File: src/rtl/pll_sup_pkg.sv
// Shared types for the PLL lock supervisor: FSM state encoding and counter sizing helper.
package pll_sup_pkg;

  localparam int STATE_W = 3;

  typedef enum logic [STATE_W-1:0] {
    RESET_PLL = 3'd0,
    WAIT_LOCK = 3'd1,
    STABILIZE = 3'd2,
    RUN       = 3'd3,
    LOST      = 3'd4,
    FAULT     = 3'd5
  } pll_state_t;

  // Width of a counter that must reach n-1; never narrower than one bit.
  function automatic int cnt_width(input int n);
    return (n > 1) ? $clog2(n) : 1;
  endfunction

endpackage

File: src/rtl/pll_sup_sync2.sv
// Two-flop synchronizer for the asynchronous PLL lock indication; clears to 0 on reset.
module pll_sup_sync2 (
  input  logic clk,
  input  logic rst,
  input  logic d,
  output logic q
);

  logic meta_reg;
  logic sync_reg;

  always_ff @(posedge clk) begin
    if (rst) begin
      meta_reg <= 1'b0;
      sync_reg <= 1'b0;
    end else begin
      meta_reg <= d;
      sync_reg <= meta_reg;
    end
  end

  assign q = sync_reg;

endmodule

File: src/rtl/pll_lock_supervisor.sv
// PLL reset sequencer: pulses the PLL reset, qualifies lock, releases the system reset and tracks losses.
// Optional retry limit (FAULT state, fault output) is enabled by defining PLL_SUP_RETRY_LIMIT_EN.
module pll_lock_supervisor
  import pll_sup_pkg::*;
#(
  parameter int RST_PULSE_CYC    = 36,
  parameter int LOCK_TIMEOUT_CYC = 360000,
  parameter int STABLE_CYC       = 3600,
  parameter int LOSS_CNT_W       = 8,
  parameter int MAX_RETRY        = 4
) (
  input  logic                  refclk,
  input  logic                  rst,
  input  logic                  pll_locked,
  input  logic                  relock_req,
  output logic                  pll_rst,
  output logic                  sys_rst,
  output logic                  ready,
  output logic [LOSS_CNT_W-1:0] loss_cnt,
  output logic [STATE_W-1:0]    state,
  output logic                  fault
);

  localparam int PULSE_W = cnt_width(RST_PULSE_CYC);
  localparam int WAIT_W  = cnt_width(LOCK_TIMEOUT_CYC);
  localparam int STAB_W  = cnt_width(STABLE_CYC);

  localparam logic [PULSE_W-1:0]    PULSE_LAST = PULSE_W'(RST_PULSE_CYC - 1);
  localparam logic [WAIT_W-1:0]     WAIT_LAST  = WAIT_W'(LOCK_TIMEOUT_CYC - 1);
  localparam logic [STAB_W-1:0]     STAB_LAST  = STAB_W'(STABLE_CYC - 1);
  localparam logic [LOSS_CNT_W-1:0] LOSS_MAX   = '1;

  if (RST_PULSE_CYC < 1 || LOCK_TIMEOUT_CYC < 1 || STABLE_CYC < 1 ||
      LOSS_CNT_W < 1 || MAX_RETRY < 1) begin : g_bad_params
    $error("pll_lock_supervisor: parameter out of range");
  end

  logic                  lk;
  pll_state_t            state_reg, state_next;
  logic [PULSE_W-1:0]    pulse_cnt_reg, pulse_cnt_next;
  logic [WAIT_W-1:0]     wait_cnt_reg, wait_cnt_next;
  logic [STAB_W-1:0]     stab_cnt_reg, stab_cnt_next;
  logic [LOSS_CNT_W-1:0] loss_cnt_reg, loss_cnt_next;
  logic                  pll_rst_reg, sys_rst_reg, ready_reg;

  pll_sup_sync2 u_sync (
    .clk (refclk),
    .rst (rst),
    .d   (pll_locked),
    .q   (lk)
  );

`ifdef PLL_SUP_RETRY_LIMIT_EN
  localparam int RETRY_W = $clog2(MAX_RETRY + 1);

  logic [RETRY_W-1:0] retry_cnt_reg, retry_cnt_next;
  logic               retry_last;
  logic               timeout;
  logic               fault_reg;

  assign retry_last = (retry_cnt_reg == RETRY_W'(MAX_RETRY - 1));
  assign timeout    = (state_reg == WAIT_LOCK) && !relock_req && !lk && (wait_cnt_reg == WAIT_LAST);

  // Retries are only "consecutive" timeouts: a good lock or a forced relock restarts the tally.
  always_comb begin
    retry_cnt_next = retry_cnt_reg;
    if (state_reg == RUN || (relock_req && state_reg != RESET_PLL)) begin
      retry_cnt_next = '0;
    end else if (timeout) begin
      retry_cnt_next = retry_cnt_reg + RETRY_W'(1);
    end
  end

  always_ff @(posedge refclk) begin
    if (rst) begin
      retry_cnt_reg <= '0;
      fault_reg     <= 1'b0;
    end else begin
      retry_cnt_reg <= retry_cnt_next;
      fault_reg     <= (state_next == FAULT);
    end
  end

  assign fault = fault_reg;
`else
  assign fault = 1'b0;
`endif

  always_comb begin
    state_next = state_reg;
    case (state_reg)
      RESET_PLL: begin
        // The reset pulse always runs to completion; relock_req is not honoured here.
        if (pulse_cnt_reg == PULSE_LAST) state_next = WAIT_LOCK;
      end
      WAIT_LOCK: begin
        if (relock_req) begin
          state_next = RESET_PLL;
        end else if (lk) begin
          state_next = STABILIZE;
        end else if (wait_cnt_reg == WAIT_LAST) begin
`ifdef PLL_SUP_RETRY_LIMIT_EN
          state_next = retry_last ? FAULT : RESET_PLL;
`else
          state_next = RESET_PLL;
`endif
        end
      end
      STABILIZE: begin
        if (relock_req)                   state_next = RESET_PLL;
        else if (!lk)                     state_next = WAIT_LOCK;
        else if (stab_cnt_reg == STAB_LAST) state_next = RUN;
      end
      RUN: begin
        if (relock_req) state_next = RESET_PLL;
        else if (!lk)   state_next = LOST;
      end
      LOST: begin
        // The PLL relocks on its own after a run-time loss, so no reset pulse.
        state_next = relock_req ? RESET_PLL : WAIT_LOCK;
      end
`ifdef PLL_SUP_RETRY_LIMIT_EN
      FAULT: begin
        if (relock_req) state_next = RESET_PLL;
      end
`endif
      default: state_next = RESET_PLL;
    endcase
  end

  // Each timer counts cycles spent in its own state and restarts on any entry.
  always_comb begin
    pulse_cnt_next = '0;
    wait_cnt_next  = '0;
    stab_cnt_next  = '0;
    loss_cnt_next  = loss_cnt_reg;
    if (state_reg == RESET_PLL && state_next == RESET_PLL) pulse_cnt_next = pulse_cnt_reg + PULSE_W'(1);
    if (state_reg == WAIT_LOCK && state_next == WAIT_LOCK) wait_cnt_next  = wait_cnt_reg + WAIT_W'(1);
    if (state_reg == STABILIZE && state_next == STABILIZE) stab_cnt_next  = stab_cnt_reg + STAB_W'(1);
    if (state_reg == RUN && state_next == LOST && loss_cnt_reg != LOSS_MAX) begin
      loss_cnt_next = loss_cnt_reg + LOSS_CNT_W'(1);
    end
  end

  always_ff @(posedge refclk) begin
    if (rst) begin
      state_reg     <= RESET_PLL;
      pulse_cnt_reg <= '0;
      wait_cnt_reg  <= '0;
      stab_cnt_reg  <= '0;
      loss_cnt_reg  <= '0;
      pll_rst_reg   <= 1'b1;
      sys_rst_reg   <= 1'b1;
      ready_reg     <= 1'b0;
    end else begin
      state_reg     <= state_next;
      pulse_cnt_reg <= pulse_cnt_next;
      wait_cnt_reg  <= wait_cnt_next;
      stab_cnt_reg  <= stab_cnt_next;
      loss_cnt_reg  <= loss_cnt_next;
      // Outputs are registered from the next state so they change on the same edge as state.
      pll_rst_reg   <= (state_next == RESET_PLL) || (state_next == FAULT);
      sys_rst_reg   <= (state_next != RUN);
      ready_reg     <= (state_next == RUN);
    end
  end

  assign pll_rst  = pll_rst_reg;
  assign sys_rst  = sys_rst_reg;
  assign ready    = ready_reg;
  assign loss_cnt = loss_cnt_reg;
  assign state    = state_reg;

endmodule

File: config.mk
export PLATFORM = sky130hd
export DESIGN_NAME = pll_lock_supervisor
export DESIGN_NICKNAME = d
export VERILOG_FILES = /design/src/rtl/pll_sup_pkg.sv /design/src/rtl/pll_sup_sync2.sv /design/src/rtl/pll_lock_supervisor.sv
export SDC_FILE = /design/constraint.sdc
export NUM_CORES = 1
export LEC_CHECK = 0
export ABC_AREA = 1
export CELL_PAD_IN_SITES_DETAIL_PLACEMENT = 1
export CELL_PAD_IN_SITES_GLOBAL_PLACEMENT = 1
export CORE_ASPECT_RATIO = 0.5
export CORE_UTILIZATION = 23
export DETAILED_ROUTE_END_ITERATION = 12
export DONT_BUFFER_PORTS = 1
export PLACE_DENSITY_LB_ADDON = 0.1
export SETUP_SLACK_MARGIN = 0.02
export SYNTH_ARGS = -nofsm -noshare
export SYNTH_HDL_FRONTEND = slang
export SYNTH_HIERARCHICAL = 1
export SYNTH_SLANG_ARGS = --single-unit
File: constraint.sdc
create_clock -name refclk -period 1.7 [get_ports refclk]
set_clock_uncertainty 0.1 [all_clocks]
set_input_delay 0.34 -clock refclk [delete_from_list [all_inputs] [get_ports refclk]]
set_output_delay 0.34 -clock refclk [all_outputs]
set_load 0.02 [all_outputs]
Word-level counts from Yosys, hierarchy flattened

Cells that the tools add are included.

Output and inout bits: 15
Memories kept: 0
Register bits: 53
Latch bits: 0
Word-level logic and storage cells: 53
Bits in writable memories: 0
ROM bits: 0

Reductions and logical operators: 11
Eq/ne operators: 14
Shift-type cells: 0
$add $sub $neg: 4
Magnitude comparators: 0
Bitwise gates (word level): 3
Divide/modulo/power cells: 0
$mul: 0
Muxes and demuxes: 11

Operators with widths:

| cell                                                            | number |
|---|---|
| 3-bit 2-to-1 mux                                                | 9 |
| 19-bit by 1-bit adder with 19-bit output, second input constant | 1 |
| 19-bit == test, second input constant                           | 1 |
| 3-bit one-hot mux with 5 select lines                           | 1 |
| 12-bit by 1-bit adder with 12-bit output, second input constant | 1 |
| 12-bit == test, second input constant                           | 1 |
| 3-bit by 2-bit == test with 1-bit output, second input constant | 4 |
| 3-bit == test, second input constant                            | 3 |
| 8-bit by 1-bit adder with 8-bit output, second input constant   | 1 |
| 8-bit != test, second input constant                            | 1 |
| 6-bit by 1-bit adder with 6-bit output, second input constant   | 1 |
| 3-bit by 1-bit == test with 1-bit output, second input constant | 2 |
| 6-bit == test, second input constant                            | 1 |
| 3-bit zero test                                                 | 2 |
| 2-bit OR reduction                                              | 3 |
| 1-bit logical AND                                               | 5 |
| 3-bit by 2-bit != test with 1-bit output, second input constant | 1 |
| 1-bit inverter                                                  | 3 |
| 1-bit logical OR                                                | 1 |
| 1-bit 2-to-1 mux                                                | 1 |

Longest topological paths before layout

Depth after elaboration: 9
Mapped depth: 11

Hierarchy

Netlist, hierarchy kept.

By module, submodules not included:

| module              | area each (µm²) | seq. area each (µm²) | times used | cells an instance |
|---|---|---|---|---|
| pll_lock_supervisor | 2433.6          | 1021.0               | 1          | 303 |
| pll_sup_sync2       | 55.1            | 40.0                 | 1          | 6 |

Least setup slack after synthesis

Ideal clock, no wire load.

Kind: reg2reg
Start: reg loss_cnt_reg[0] (netlist: loss_cnt[0])
End: reg loss_cnt_reg[0] (netlist: loss_cnt[0])
Library setup time: 0.132 ns
Cell stages (with the launch flop): 9
Path buffers: 0
Clock period less this slack: 1.714 ns
Data arrival time: 1.482 ns
Setup slack: -0.014 ns
Data required time: 1.468 ns
Path through: dfxtp_1 -> ha_1 -> nand3_1 -> nor2_1 -> nand3_1 -> nand2_1 -> inv_2 -> o21ai_0 -> a21oi_1

Longest elaborated chain between the ends: 2

RTL lines:

| item                                                                                           | line                       | source |
|---|---|---|
| start, declared                                                                                | pll_lock_supervisor.sv:43  | `logic [LOSS_CNT_W-1:0] loss_cnt_reg, loss_cnt_next;` |
| start signal, assigned                                                                         | pll_lock_supervisor.sv:160 | `loss_cnt_reg <= loss_cnt_next;` |
| parallel branches: the longest is 2 deep, another holds 8-bit by 1-bit adder with 8-bit output | -                          |  |

Several ways; the timed one is not identified.
A chain may end at the register's enable or synchronous reset.

Worst setup path in the final report

Start: reg wait_cnt_reg[0]
End: reg wait_cnt_reg[18]

Longest elaborated chain between the ends: 9

RTL lines:

| item                                     | line                       | source |
|---|---|---|
| start, declared                          | pll_lock_supervisor.sv:41  | `logic [WAIT_W-1:0] wait_cnt_reg, wait_cnt_next;` |
| start signal, assigned                   | pll_lock_supervisor.sv:158 | `wait_cnt_reg <= wait_cnt_next;` |
| 19-bit == test                           | pll_lock_supervisor.sv:101 | `end else if (wait_cnt_reg == WAIT_LAST) begin` |
| 3-bit 2-to-1 mux                         | pll_lock_supervisor.sv:101 |  |
| 3-bit 2-to-1 mux                         | pll_lock_supervisor.sv:99  | `end else if (lk) begin` |
| 3-bit 2-to-1 mux                         | pll_lock_supervisor.sv:97  | `if (relock_req) begin` |
| 3-bit one-hot mux with 5 select lines    | pll_lock_supervisor.sv:91  | `case (state_reg)` |
| 3-bit by 1-bit == test with 1-bit output | pll_lock_supervisor.sv:138 | `if (state_reg == WAIT_LOCK && state_next == WAIT_LOCK) wait_cnt_next = wait_cnt_reg + WAIT_W'(1);` |
| 1-bit logical AND                        | pll_lock_supervisor.sv:138 |  |
| 1-bit inverter (no source line)          | -                          |  |
| 2-bit OR reduction (no source line)      | -                          |  |

Several ways; a longest one is shown, not always the timed one.

==> metrics.md <==
| Metric | Value |
|---|---|
| Final Instance Area | `3480 um^2` |
| Routed wire per std cell | `12.8 um` |
| Peak supply drop | `0.000345 V` |
| Number of optimization iterations in the first detailed-route pass | `4` |
| Number of primary I/O pins | `19` |
| GRT Total Usage | `12.5%` |
| Starting Density | `24.1%` |
| R2R setup slack | `0.06 ns` |
| Run status | `finished clean` |
| Fraction of the yosys area taken by sequential cells | `42.6%` |
| Routed WL | `6540 um` |
| Max FFs per register | `19` |
| Post-detailed-route DRC marker count | `0` |
| Cell area after technology mapping | `2490 um^2` |
| Routability-driven placement congestion ratio | `0.753` |
| Mux cell area share after synthesis | `0%` |
| Count of flip-flops with a built-in enable after synthesis | `0` |
| RSZ-0062 raised after global routing | `true` |
| Remaining antenna violation count after routing | `0` |
| 1st-iter DRT viols | `66` |
| Critical-path cell list | `ha_4 > nand3_4 > inv_4 > nand4_4 > or2_4 > nor2_4 > nand3_2 > xor2_1 > nor2_2` |
| Remaining global-route overflow | `0` |
| Synth top area cells | `dfxtp_1 (43%), nor2_1 (7.1%), nand2_1 (5.7%)` |
| Via total after detailed routing | `2,191` |
| Most common cell in the netlist | `dfxtp_1` |
| Growth of design area from synthesis to finish | `40.0%` |
| CP max FO | `4` |
| Clock period minus worst slack | `1.64 ns` |
| Final hold viol count | `0` |
| CTS Root Buffer Type | `clkbuf_16` |
| Clock-pin slew reported for the worst setup and hold paths after clock tree synthesis | `0.07 ns` |
| Worst min-delay path startpoint | `rst` |
| Global-route wire length before repair | `10,700 um` |
| Total area of multi-input combinational cells | `1440 um^2` |
| Most area-hungry cell type in the Yosys netlist | `dfxtp_1` |
| Required time worst endpoint | `1.79 ns` |
| Post-synthesis area per instance | `8.05 um^2` |
| Final #Nets | `380` |
| Proportion of layout cells with a drive suffix above 1 | `40.3%` |
| Number of cells on the worst hold path | `1` |
| Largest incremental delay on the critical path | `0.37 ns` |
| Mapped Cells | `309` |
| Share of synthesized cell area in full adder, half adder and majority cells | `2.01%` |
| TritonCTS sink count | `53` |
| Maximum root-to-sink buffer count | `2` |
| Combinational family with the most area after synthesis | `simple AND/OR/NAND/NOR gates` |
| Synthesized-area fraction occupied by and/or/nand/nor cells | `34.6%` |
| Leak pwr | `1.26 nW` |
| Clock H-tree levels | `2` |
| Chip Width | `149 um` |
| Number of vias per cell after detailed routing | `4.28` |
| Register cell area after layout | `1080 um^2` |
| Placement Cell Area | `3020 um^2` |
| Count of synthesis-stage warnings from yosys | `6` |
| I/O Buffers | `0` |
| Worst Setup End Kind | `register` |
| Async set or reset register ratio after synthesis | `0%` |
| Cell count of the worst reg-to-reg path | `9` |
| Pin count of the biggest net entering global routing | `19` |
| Die boundary height | `75.6 um` |
| Fillers | `1,255` |
| Placed Cells incl. Taps | `492` |
| Share of the clock period used by the worst path | `96.4%` |
| Min-Delay Endpoint | `u_sync/meta_reg` |
| Num CTS Buffers | `5` |
| DIE AREA | `11,300 um^2` |
| Number of storage elements in the synthesis netlist | `53` |
| Worst R2R End | `wait_cnt_reg[18]` |
| Number of maximum-capacitance violations | `0` |
| Vias in the first global route | `2,195` |
| Most used DFF post-synth | `dfxtp_1` |
| Final Setup Violations | `0` |
| # diodes | `0` |
| Maximum clock rate | `610 MHz` |
| Power Dens Cells | `671 nW/um^2` |
| Area fraction of the dominant cell type after synthesis | `42.6%` |
| Final instance count without filler cells | `512` |
| Total number of placement rows | `26` |
| Hold Crit Class | `in2reg` |
| CP arrival | `1.73 ns` |
| Count of unique library cells instantiated by Yosys | `40` |
| Max-slew violation total from the final report | `0` |
| Crit Reg-Reg Startpoint | `wait_cnt_reg[0]` |
| Worst-skew pair later-pin latency | `0.29 ns` |
| List of most frequent post-synthesis cells | `dfxtp_1 (53), nor2_1 (47), nand2_1 (38), inv_1 (29), nand3_1 (21)` |
| Slowest cell on the critical path | `dfxtp_4` |
| Area share of xor/xnor cells in the synthesized design | `8.09%` |
| Type of the worst setup path | `reg2reg` |
| Clock tree from TritonCTS | `done` |
| Net count after synthesis | `317` |
| Top Family by Delay on Critical Path | `simple AND/OR/NAND/NOR gates` |
| DP HPWL | `4810 um` |
| Crit path buffers/inverters | `1` |
| Number of antenna violations at the first check in global routing | `0` |
| Core ar. | `10,300 um^2` |
| Synth Area in Compound Gates | `5.98%` |
| Kind of start point of the critical path | `register` |
-- worst max-delay path by stage --
stage,start,to,slack [ns],cells after the start
6_report,wait_cnt_reg[0],wait_cnt_reg[18],0.06,9
3_3_place_gp,wait_cnt_reg[0],wait_cnt_reg[13],-0.03,10
5_1_grt,stab_cnt_reg[0],stab_cnt_reg[11],-0.08,8
2_1_floorplan,wait_cnt_reg[0],wait_cnt_reg[18],0.06,9
4_1_cts,wait_cnt_reg[1],wait_cnt_reg[18],-0.008,9
3_5_place_dp,wait_cnt_reg[0],wait_cnt_reg[18],-0.09,9
-- stage by stage --
step	hold slack (ns)	setup WS [ns]	util (%)	total power, mW	setup TNS [ns]
finish	0.0125	0.0617	33.7	2.34	0
floorplan	0.288	0.0598	-	1.31	0
detailed placement	0.307	-0.0894	29.2	1.32	-0.500
CTS	0.000195	-0.00758	31.5	2.37	-0.00758
global placement	0.290	-0.0290	29.2	1.31	-0.0372
global route	0.00519	-0.0773	33.7	2.43	-0.574
-- cell usage in the layout, fill, tap and decap left out, types with 2 or more instances in the layout --
cell | Yosys | routed
nor2_2 | 9 | 11
buf_6 | 1 | 4
or2_4 | 1 | 2
nor3_2 | 4 | 9
a31oi_1 | 2 | 2
inv_1 | 29 | 28
buf_12 | 0 | 2
clkbuf_16 | 0 | 5
nand3_1 | 21 | 14
inv_2 | 7 | 5
nand4_4 | 1 | 2
nor2_1 | 47 | 40
a21oi_1 | 10 | 8
dfxtp_2 | 0 | 16
dfxtp_1 | 53 | 36
nand4_1 | 6 | 6
or2_2 | 3 | 2
nand2_1 | 38 | 36
dlygate4sd3_1 | 0 | 3
nor2_4 | 2 | 7
nand2_4 | 2 | 2
buf_4 | 1 | 51
o21ai_1 | 0 | 2
ha_2 | 0 | 2
o21ai_0 | 5 | 3
nand3_4 | 1 | 3
xor2_1 | 16 | 16
xnor2_1 | 7 | 7
nand2_2 | 2 | 4
nand3_2 | 2 | 7
nor3_1 | 18 | 13
a21oi_2 | 2 | 4
inv_4 | 0 | 3
-- cells by family (layout without fill, tap and decap cells) --
logic type / Yosys count / count (layout)
xor gates and xnor gates: 23 / 23
and+or+nand+nor: 165 / 165
adders and majority gates: 4 / 4
AOI/OAI and AO/OA: 23 / 23
other: 1 / 1
buffers and inverters: 40 / 103
DFF: 53 / 53
-- repair_timing --
action | in CTS | in global routing
hold endpoints to repair | 4 | 1
hold buffers | 2 | 1
endpoints found under the setup margin | 24 | 35
setup buffers | 3 | 7
resized for setup | 14 | 51
pin swaps | 6 | 15
-- power by group --
group	leakage, nW	switching [mW]	total, mW	internal [mW]
registers	0.437	0.00665	1.25	1.25
clock network	0.0700	0.461	1.04	0.580
logic	0.756	0.0227	0.0405	0.0178
total	1.26	0.490	2.34	1.85
-- routing by layer --
metal | vias to the layer above | share of wire [%] | GRT usage, %
li1 | 1127 | - | -
met1 | 1042 | 48 | 15.8
met2 | 15 | 48 | 20.6
met3 | 7 | 2.8 | 3.77
met4 | 0 | 1.3 | 4.42
met5 | - | 0 | 0
-- layout make-up --
| type | count | share of cell area, % |
|---|---|---|
| timing repair buffer | 60 | 14.3 |
| sequential | 53 | 31.1 |
| inverter | 36 | 4.09 |
| tap | 140 | 5.03 |
| multi-input combinational | 216 | 41.3 |
| clock buffer | 7 | 4.09 |
Power figures use the tool's default switching activity.
